--- src/rtl/raxm_mac_accum.sv ---
// raxm_mac_accum: Wishbone-controlled accumulator for the approximate multiplier's 32-bit product stream.
// Optional build macro RAXM_ACC_SAT_EN makes the accumulator saturate instead of wrapping.
module raxm_mac_accum #(
  parameter logic [31:0] BASE_ADDR  = 32'h3000_0100,
  parameter int          ACC_W      = 48,
  parameter int          FIFO_DEPTH = 4
) (
  input  logic        wb_clk_i,
  input  logic        wb_rst_ni,
  input  logic        wbs_cyc_i,
  input  logic        wbs_stb_i,
  input  logic        wbs_we_i,
  input  logic [3:0]  wbs_sel_i,
  input  logic [31:0] wbs_adr_i,
  input  logic [31:0] wbs_dat_i,
  output logic        wbs_ack_o,
  output logic [31:0] wbs_dat_o,
  input  logic        prod_valid_i,
  input  logic [31:0] prod_data_i,
  output logic        prod_ready_o,
  output logic        done_irq_o
);

  localparam int PTR_W = $clog2(FIFO_DEPTH);
  localparam logic [PTR_W:0] FULL_LVL = (PTR_W+1)'(FIFO_DEPTH);

  localparam logic [1:0] ST_IDLE = 2'd0;
  localparam logic [1:0] ST_RUN  = 2'd1;
  localparam logic [1:0] ST_DONE = 2'd2;

  localparam logic [7:0] OFF_CTRL   = 8'h00;
  localparam logic [7:0] OFF_LEN    = 8'h04;
  localparam logic [7:0] OFF_STATUS = 8'h08;
  localparam logic [7:0] OFF_RES_LO = 8'h0C;
  localparam logic [7:0] OFF_RES_HI = 8'h10;

  logic [1:0]       state_q, state_d;
  logic [ACC_W-1:0] acc_q, acc_d;
  logic [15:0]      cnt_q, cnt_d;
  logic [15:0]      len_q, len_d;
  logic             signed_q, signed_d;
  logic             ovf_q, ovf_d;
  logic             ack_q, ack_d;
  logic [31:0]      dat_q, dat_d;
  logic [PTR_W:0]   wr_ptr_q, wr_ptr_d;
  logic [PTR_W:0]   rd_ptr_q, rd_ptr_d;
  logic [31:0]      fifo_mem [FIFO_DEPTH];

  // Wishbone decode: a request is acted on only in the cycle it is first seen.
  logic       req, new_req, wr_en, rd_en;
  logic [7:0] offset;
  assign req     = wbs_cyc_i & wbs_stb_i & (wbs_adr_i[31:8] == BASE_ADDR[31:8]);
  assign new_req = req & ~ack_q;
  assign wr_en   = new_req & wbs_we_i;
  assign rd_en   = new_req & ~wbs_we_i;
  assign offset  = wbs_adr_i[7:0];

  logic ctrl_wr, start, clear, done_clr;
  assign ctrl_wr  = wr_en & (offset == OFF_CTRL) & wbs_sel_i[0];
  assign start    = ctrl_wr & wbs_dat_i[0];
  assign clear    = ctrl_wr & wbs_dat_i[1];
  assign done_clr = wr_en & (offset == OFF_STATUS) & wbs_sel_i[0] & wbs_dat_i[1];

  logic unused_bits;
  assign unused_bits = ^{wbs_sel_i[3:2], wbs_dat_i[31:16]};

  logic [PTR_W:0] fifo_level;
  logic           fifo_full, fifo_empty, push, pop;
  logic [31:0]    head;
  assign fifo_level   = wr_ptr_q - rd_ptr_q;
  assign fifo_full    = (fifo_level == FULL_LVL);
  assign fifo_empty   = (fifo_level == '0);
  assign prod_ready_o = wb_rst_ni & ~fifo_full;
  assign push         = prod_valid_i & prod_ready_o;
  assign pop          = (state_q == ST_RUN) & ~fifo_empty;
  assign head         = fifo_mem[rd_ptr_q[PTR_W-1:0]];

  logic busy, done;
  assign busy       = (state_q == ST_RUN);
  assign done       = (state_q == ST_DONE);
  assign done_irq_o = done;
  assign wbs_ack_o  = ack_q;
  assign wbs_dat_o  = dat_q;

  // Extension and overflow detection for the head-of-FIFO product.
  logic [ACC_W-1:0] ext, acc_next;
  logic [ACC_W:0]   sum;
  logic             carry, sovf, ovf_evt;
  assign ext     = {{(ACC_W-32){signed_q & head[31]}}, head};
  assign sum     = {1'b0, acc_q} + {1'b0, ext};
  assign carry   = sum[ACC_W];
  assign sovf    = (acc_q[ACC_W-1] == ext[ACC_W-1]) & (sum[ACC_W-1] != acc_q[ACC_W-1]);
  assign ovf_evt = signed_q ? sovf : carry;

`ifdef RAXM_ACC_SAT_EN
  always_comb begin
    acc_next = sum[ACC_W-1:0];
    if (ovf_evt) begin
      if (!signed_q)          acc_next = '1;
      else if (acc_q[ACC_W-1]) acc_next = {1'b1, {(ACC_W-1){1'b0}}};
      else                     acc_next = {1'b0, {(ACC_W-1){1'b1}}};
    end
  end
`else
  assign acc_next = sum[ACC_W-1:0];
`endif

  logic [31:0] status_w, rdata;
  assign status_w = {20'd0, 4'(fifo_level), 5'd0, ovf_q, done, busy};

  // NOTE: every signal written in an always_comb gets a default first, so no path can infer a latch.
  always_comb begin
    rdata = '0;
    case (offset)
      OFF_CTRL:   rdata[2]    = signed_q;
      OFF_LEN:    rdata[15:0] = len_q;
      OFF_STATUS: rdata       = status_w;
      OFF_RES_LO: rdata       = acc_q[31:0];
      OFF_RES_HI: rdata       = 32'(acc_q[ACC_W-1:32]);
      default:    rdata       = '0;
    endcase
  end

  assign ack_d = new_req;
  assign dat_d = rd_en ? rdata : '0;

  always_comb begin
    state_d  = state_q;
    acc_d    = acc_q;
    cnt_d    = cnt_q;
    ovf_d    = ovf_q;
    len_d    = len_q;
    signed_d = ctrl_wr ? wbs_dat_i[2] : signed_q;
    wr_ptr_d = wr_ptr_q + (PTR_W+1)'(push);
    rd_ptr_d = rd_ptr_q + (PTR_W+1)'(pop);

    if (wr_en && offset == OFF_LEN) begin
      if (wbs_sel_i[0]) len_d[7:0]  = wbs_dat_i[7:0];
      if (wbs_sel_i[1]) len_d[15:8] = wbs_dat_i[15:8];
    end

    case (state_q)
      ST_IDLE, ST_DONE: begin
        if (state_q == ST_DONE && done_clr) state_d = ST_IDLE;
        if (start) begin
          acc_d   = '0;
          cnt_d   = '0;
          ovf_d   = 1'b0;
          state_d = (len_q == '0) ? ST_DONE : ST_RUN;
        end
      end
      ST_RUN: begin
        if (pop) begin
          acc_d = acc_next;
          ovf_d = ovf_q | ovf_evt;
          cnt_d = cnt_q + 16'd1;
          if (cnt_d == len_q) state_d = ST_DONE;
        end
      end
      default: state_d = ST_IDLE;
    endcase

    // Flush wins over everything, including a product arriving on the same edge.
    if (clear) begin
      state_d  = ST_IDLE;
      acc_d    = '0;
      cnt_d    = '0;
      ovf_d    = 1'b0;
      wr_ptr_d = '0;
      rd_ptr_d = '0;
    end
  end

  // NOTE: sequential state uses non-blocking assignments so every flop samples pre-edge values.
  always_ff @(posedge wb_clk_i or negedge wb_rst_ni) begin
    if (!wb_rst_ni) begin
      state_q  <= ST_IDLE;
      acc_q    <= '0;
      cnt_q    <= '0;
      len_q    <= '0;
      signed_q <= 1'b0;
      ovf_q    <= 1'b0;
      ack_q    <= 1'b0;
      dat_q    <= '0;
      wr_ptr_q <= '0;
      rd_ptr_q <= '0;
    end else begin
      state_q  <= state_d;
      acc_q    <= acc_d;
      cnt_q    <= cnt_d;
      len_q    <= len_d;
      signed_q <= signed_d;
      ovf_q    <= ovf_d;
      ack_q    <= ack_d;
      dat_q    <= dat_d;
      wr_ptr_q <= wr_ptr_d;
      rd_ptr_q <= rd_ptr_d;
    end
  end

  // NOTE: FIFO storage has no reset; the pointers alone define which entries are valid.
  always_ff @(posedge wb_clk_i) begin
    if (push) fifo_mem[wr_ptr_q[PTR_W-1:0]] <= prod_data_i;
  end

endmodule

--- config.mk ---
export PLATFORM = sky130hd
export DESIGN_NAME = raxm_mac_accum
export DESIGN_NICKNAME = d
export VERILOG_FILES = /design/src/rtl/raxm_mac_accum.sv
export SDC_FILE = /design/constraint.sdc
export NUM_CORES = 1
export LEC_CHECK = 0
export CAP_MARGIN = 20
export CELL_PAD_IN_SITES_DETAIL_PLACEMENT = 1
export CELL_PAD_IN_SITES_GLOBAL_PLACEMENT = 1
export CORE_MARGIN = 5
export CORE_UTILIZATION = 42
export DETAILED_ROUTE_END_ITERATION = 12
export GPL_ROUTABILITY_DRIVEN = 0
export PLACE_DENSITY_LB_ADDON = 0.3
export SLEW_MARGIN = 20
export SYNTH_ARGS = -nofsm -noshare
export SYNTH_HDL_FRONTEND = slang
export SYNTH_SLANG_ARGS = --single-unit
--- constraint.sdc ---
create_clock -name wb_clk_i -period 8.4 [get_ports wb_clk_i]
set_clock_uncertainty 0.05 [all_clocks]
set_input_delay 2.1 -clock wb_clk_i [delete_from_list [all_inputs] [get_ports wb_clk_i]]
set_output_delay 2.1 -clock wb_clk_i [all_outputs]
set_load 0.05 [all_outputs]
# Yosys cells after proc, flatten, opt, wreduce, memory -nomap -nowiden
# Memories as Yosys holds them, arrays and structs flattened.
# Cells that the tools add are included.
dict set report word_totals {
  regBits 123
  ramBits 128
  in_bits 106
  out_inout_bits 35
  memories 1
}
dict set report classes {
  addsub 5
  eq_ne 15
  n_mux 29
  n_bitwise 22
  reduce_logical 12
}
# name depth width read_ports rd_clocked_by_memory_dff wr line_no
set memory_table {}
lappend memory_table {fifo_mem 4 32 1 0 1 47} ;# logic [31:0] fifo_mem [FIFO_DEPTH];
# op count
set ops {}
lappend ops {{48-bit two-way mux} 3}
lappend ops {{48-bit one-hot mux with 2 select lines} 1}
lappend ops {{16-bit two-way mux} 4}
lappend ops {{13-bit one-hot mux with 4 select lines} 1}
lappend ops {{48-bit by 48-bit adder with 49-bit output} 1}
lappend ops {{32-bit two-way mux} 1}
lappend ops {{16-bit one-hot mux with 2 select lines} 1}
lappend ops {{24-bit by 22-bit equality test with 1-bit output (second input constant)} 1}
lappend ops {{1-bit AND} 17}
lappend ops {{16-bit by 1-bit adder with 16-bit output (second input constant)} 1}
lappend ops {{16-bit equality test} 1}
lappend ops {{8-bit by 4-bit equality test with 1-bit output (second input constant)} 2}
lappend ops {{16-bit logical NOT} 1}
lappend ops {{2-bit two-way mux} 6}
lappend ops {{8-bit by 3-bit equality test with 1-bit output (second input constant)} 1}
lappend ops {{8-bit by 5-bit equality test with 1-bit output (second input constant)} 1}
lappend ops {{8-bit logical NOT} 1}
lappend ops {{2-bit one-hot mux with 4 select lines} 1}
lappend ops {{3-bit by 1-bit adder with 3-bit output} 2}
lappend ops {{1-bit two-way mux} 6}
lappend ops {{3-bit two-way mux} 2}
lappend ops {{3-bit != test (second input constant)} 2}
lappend ops {{3-bit AND reduction} 2}
lappend ops {{1-bit one-hot mux with 5 select lines} 1}
lappend ops {{other kinds (18)} 23}

# Depth between registers and ports, before layout
dict set report logic_depth {
  ltp_word 12
  ltp_mapped 15
}

# Worst setup path before layout
# OpenSTA, ideal clock, no wires.
dict set report synth_path {
  path_type {input-to-reg}
  startpoint {in wb_rst_ni}
  endpoint {mem fifo_mem[1][0], enable pin}
  setup_time_ns 0.461
  arrival_time_ns 4.904
  required_time_ns 7.889
  setup_slack_ns 2.985
  path_stages 3
  cell_sequence {o21a_1 nand2_1 nor3_1}
}
dict set report synth_between {
  elab_chain_len 4
}
# item line_no
set synth_lines {}
lappend synth_lines {{start: declaration} 9} ;# input logic wb_rst_ni,
lappend synth_lines {{1-bit AND} 73} ;# assign prod_ready_o = wb_rst_ni & ~fifo_full;
lappend synth_lines {{1-bit AND} 74} ;# assign push = prod_valid_i & prod_ready_o;
lappend synth_lines {{1-bit two-way mux} 203} ;# if (push) fifo_mem[wr_ptr_q[PTR_W-1:0]] <= prod_data_i;
lappend synth_lines {{1-bit two-way mux (not written as such)} 203}
lappend synth_lines {{end: declaration} 47}
# Every way passes these cells.

# Final worst setup path
dict set report layout_path {
  startpoint {in wb_rst_ni}
  endpoint {out prod_ready_o}
}
dict set report layout_between {
  elab_chain_len 1
}
# item line_no
set layout_lines {}
lappend layout_lines {{1-bit AND} 73}
lappend layout_lines {{end: declaration} 20} ;# output logic prod_ready_o,
# Every way passes these cells.

==> flow_summary_export.csv <==
group,metric,value,unit
run_status,outcome,"complete, no violations",
worst_hold_path,hold_class,"flip-flop to flip-flop",
sta,finalMaxSlewViolations,0,
critical_path,critPathCaptureType,"output port",
route,viasPerCell,5.80,
synthesis,syn_inst,1177,
synthesis,synthMuxAreaShare,0.0867,
final_layout,area_growth,19.1,%
global_routing,grt_pass1_vias,10500,
route,wl,36.1,mm
critical_path,worstPathMaxFanout,62,
sta,slew_headroom,0.240,
route,post_drt_wl_per_cell,21.3,microns
final_layout,num_antenna_cells,0,
global_routing,grt.overflow.total,0,
synthesis,synth_seq_cells,251,
critical_path,r2r_start,"rd_ptr_q[0]",
placement,dpl-instance-area,14800,sq um
synthesis,synthArstFlopShare,0.490,
clock_tree,cts_resized,0,
placement,portBuffers,122,
sta,period_share,0.705,
synthesis,seq_area_frac_synth,0.524,
sta,setup_viol,0,
synthesis,synth_area_leader_cell,"edfxtp_1",
synthesis,synth.top_cell.area_share,0.291,
clock_tree,cts_setup_buffers,0,
synthesis,synth_top_family_by_area,"simple AND/OR/NAND/NOR gates",
power_and_ir_drop,ir_worst_vdd,0.000165,V
clock_tree,htreeDepth,1,
critical_path,crit_type,"input pin to output port",
sta,fin_tns_setup,0,ns
final_layout,finish.instance_area,15700,sq um
floorplanning,die_h,187,microns
synthesis,synth.most_common_cell,"edfxtp_1",
route,drtAntennaViolNets,0,
floorplanning,ios,141,
clock_tree,cts_buffers,27,
floorplanning,die_w,187,microns
synthesis,syn_avg_cell_area,11.2,sq um
power_and_ir_drop,p_leak,6.17,nW
floorplanning,dieArea,35100,sq um
synthesis,synth_nets,1323,
global_routing,grt_max_degree,64,
final_layout,drive_gt1_frac,0.106,
route,dr.first_iter.drc_count,522,
synthesis,yosysWarnings,0,
critical_path,reg2reg_to,"acc_q[40]",
final_layout,final_nets,1414,
sta,hold_viol_final,0,
synthesis,yosys.area_share.xor_xnor,0.0389,
synthesis,synth-simple-area-share,0.145,
synthesis,synth_common_cells,"edfxtp_1, dfrtp_1, nand2_1",
critical_path,reg2reg_depth,13,
critical_path,cp.required,6.25,ns
critical_path,startpoint_type,"input pin",
synthesis,synth_ff_type,"edfxtp_1",
global_routing,grt_pass1_wl,58.6,mm
placement,place_ws,1.97,ns
clock_tree,cts_tree,"built",
flow_run,drv_cap,0,
placement,dp.cells,1641,
critical_path,ff2ff_setup_slack,3.15,ns
sta,fmax,169,MHz
synthesis,synth_area_leaders,"edfxtp_1, dfrtp_1, mux4_2",
global_routing,antenna_found_initial,0,
synthesis,synth_edf_count,128,
worst_hold_path,min-delay-start,"acc_q[27]",
clock_tree,clk_pin_slew,0.06,ns
synthesis,ys_types,69,
sta,worst_slack,2.47,ns
worst_hold_path,hold_end,"acc_q[27]",
floorplanning,core_region_area,31300,sq um
route,drc,0,
synthesis,synth_compound_area_frac,0.140,
synthesis,netlist_area,13200,sq um
final_layout,instances_no_fill,1691,
route,vias,9805,
clock_tree,ctsLongestPathBuffers,3,
sta,rsz0062_at_grt,"no",
clock_tree,clock-root-buffer,"clkbuf_16",
floorplanning,start_util,0.422,
floorplanning,num_rows,65,
global_routing,grt_usage,0.204,
worst_hold_path,whs_path_depth,2,
sta,timing.hold.ws,0.462,ns
placement,hpwl,25.9,mm
clock_tree,clk_latency,0.55,ns
sta,fin_crit,5.93,ns
synthesis,synthAdderAreaFrac,0.0390,
power_and_ir_drop,power_density,167,nW/um^2
critical_path,arrival,3.78,ns
sta,max_slew.worst_pin.slew,1.14,ns
clock_tree,cts_sinks,251,
clock_tree,hold_buffers,0,
route,dr.pass1.iters,5,
critical path, cell delays in order:
cell	delay, ns
buf_4	0.59
o21a_1	0.25
clkdlybuf4s50_1	0.81
placed cells by master, fill, tap and decap left out, types with 15 or more instances in the layout:
master,netlist,final
nand3_1,27,27
a21o_1,32,32
o31ai_1,21,21
clkdlybuf4s50_1,0,121
mux2_2,19,19
nand4_1,25,25
mux2i_1,21,21
and2_1,24,24
mux4_2,32,32
ha_1,38,38
edfxtp_1,128,128
inv_1,15,15
xor2_1,22,22
dfrtp_1,123,122
nor4_1,26,26
clkbuf_16,0,27
nand2_1,95,95
nor2_1,85,81
o21ai_0,68,68
a21oi_1,76,76
nor3_1,32,30
xnor2_1,34,34
how the worst max path moves through the flow:
stage                             from  depth (start not counted)        endpoint  slack, ns
after global placement    wbs_adr_i[3]                         10       acc_q[32]       2.05
final                        wb_rst_ni                          3    prod_ready_o       2.47
after floorplan              wb_rst_ni                          3  fifo_mem[1][0]       2.98
after CTS                    wb_rst_ni                          3    prod_ready_o       2.40
after global routing      wbs_adr_i[3]                         10       acc_q[32]       2.20
after detailed placement  wbs_adr_i[3]                         10       acc_q[32]       1.97
power by group:
group           total, W    switching [W]  internal [W]
combinational  0.0000702        0.0000307     0.0000395
clock            0.00127         0.000500      0.000770
sequential       0.00129  0.0000000000793       0.00129
metrics by stage:
stage	util	total power (W)
3_3_place_gp	0.472	0.00139
5_1_grt	0.502	0.00273
4_1_cts	0.502	0.00267
6_report	0.502	0.00263
2_1_floorplan	-	0.00133
3_5_place_dp	0.472	0.00139
registers in the layout (all words and copies together), names as in the netlist:
name and cells:
rd_ptr_q 3, wr_ptr_q 3, acc_q 48, wbs_ack_o 1, cnt_q 16, wbs_dat_o 32
ovf_q 1, state_q 2, len_q 16, fifo_mem 128, signed_q 1
layer usage:
layer / vias to the layer above / part of all wire / track usage
met5: - / 0 / 0
met1: 4947 / 0.46 / 0.281
met3: 51 / 0.034 / 0.0265
met2: 183 / 0.49 / 0.346
met4: 0 / 0.018 / 0.0469
li1: 4624 / - / -
final cells by class:
class | instances | area (sq um)
clock buffer | 37 | 773
clock inverter | 13 | 188
fill | 3270 | 15600
inverter | 15 | 56.3
multi-input combinational | 838 | 5970
sequential | 251 | 6920
tap | 402 | 503
timing repair buffer | 135 | 1320
cells by family after synthesis:
logic type / after synthesis
compound gates: 286
xor+xnor: 57
fa+ha+maj: 40
buf+inv: 88
flops: 251
mux: 72
simple gates: 383
Power figures use the tool's default switching activity.
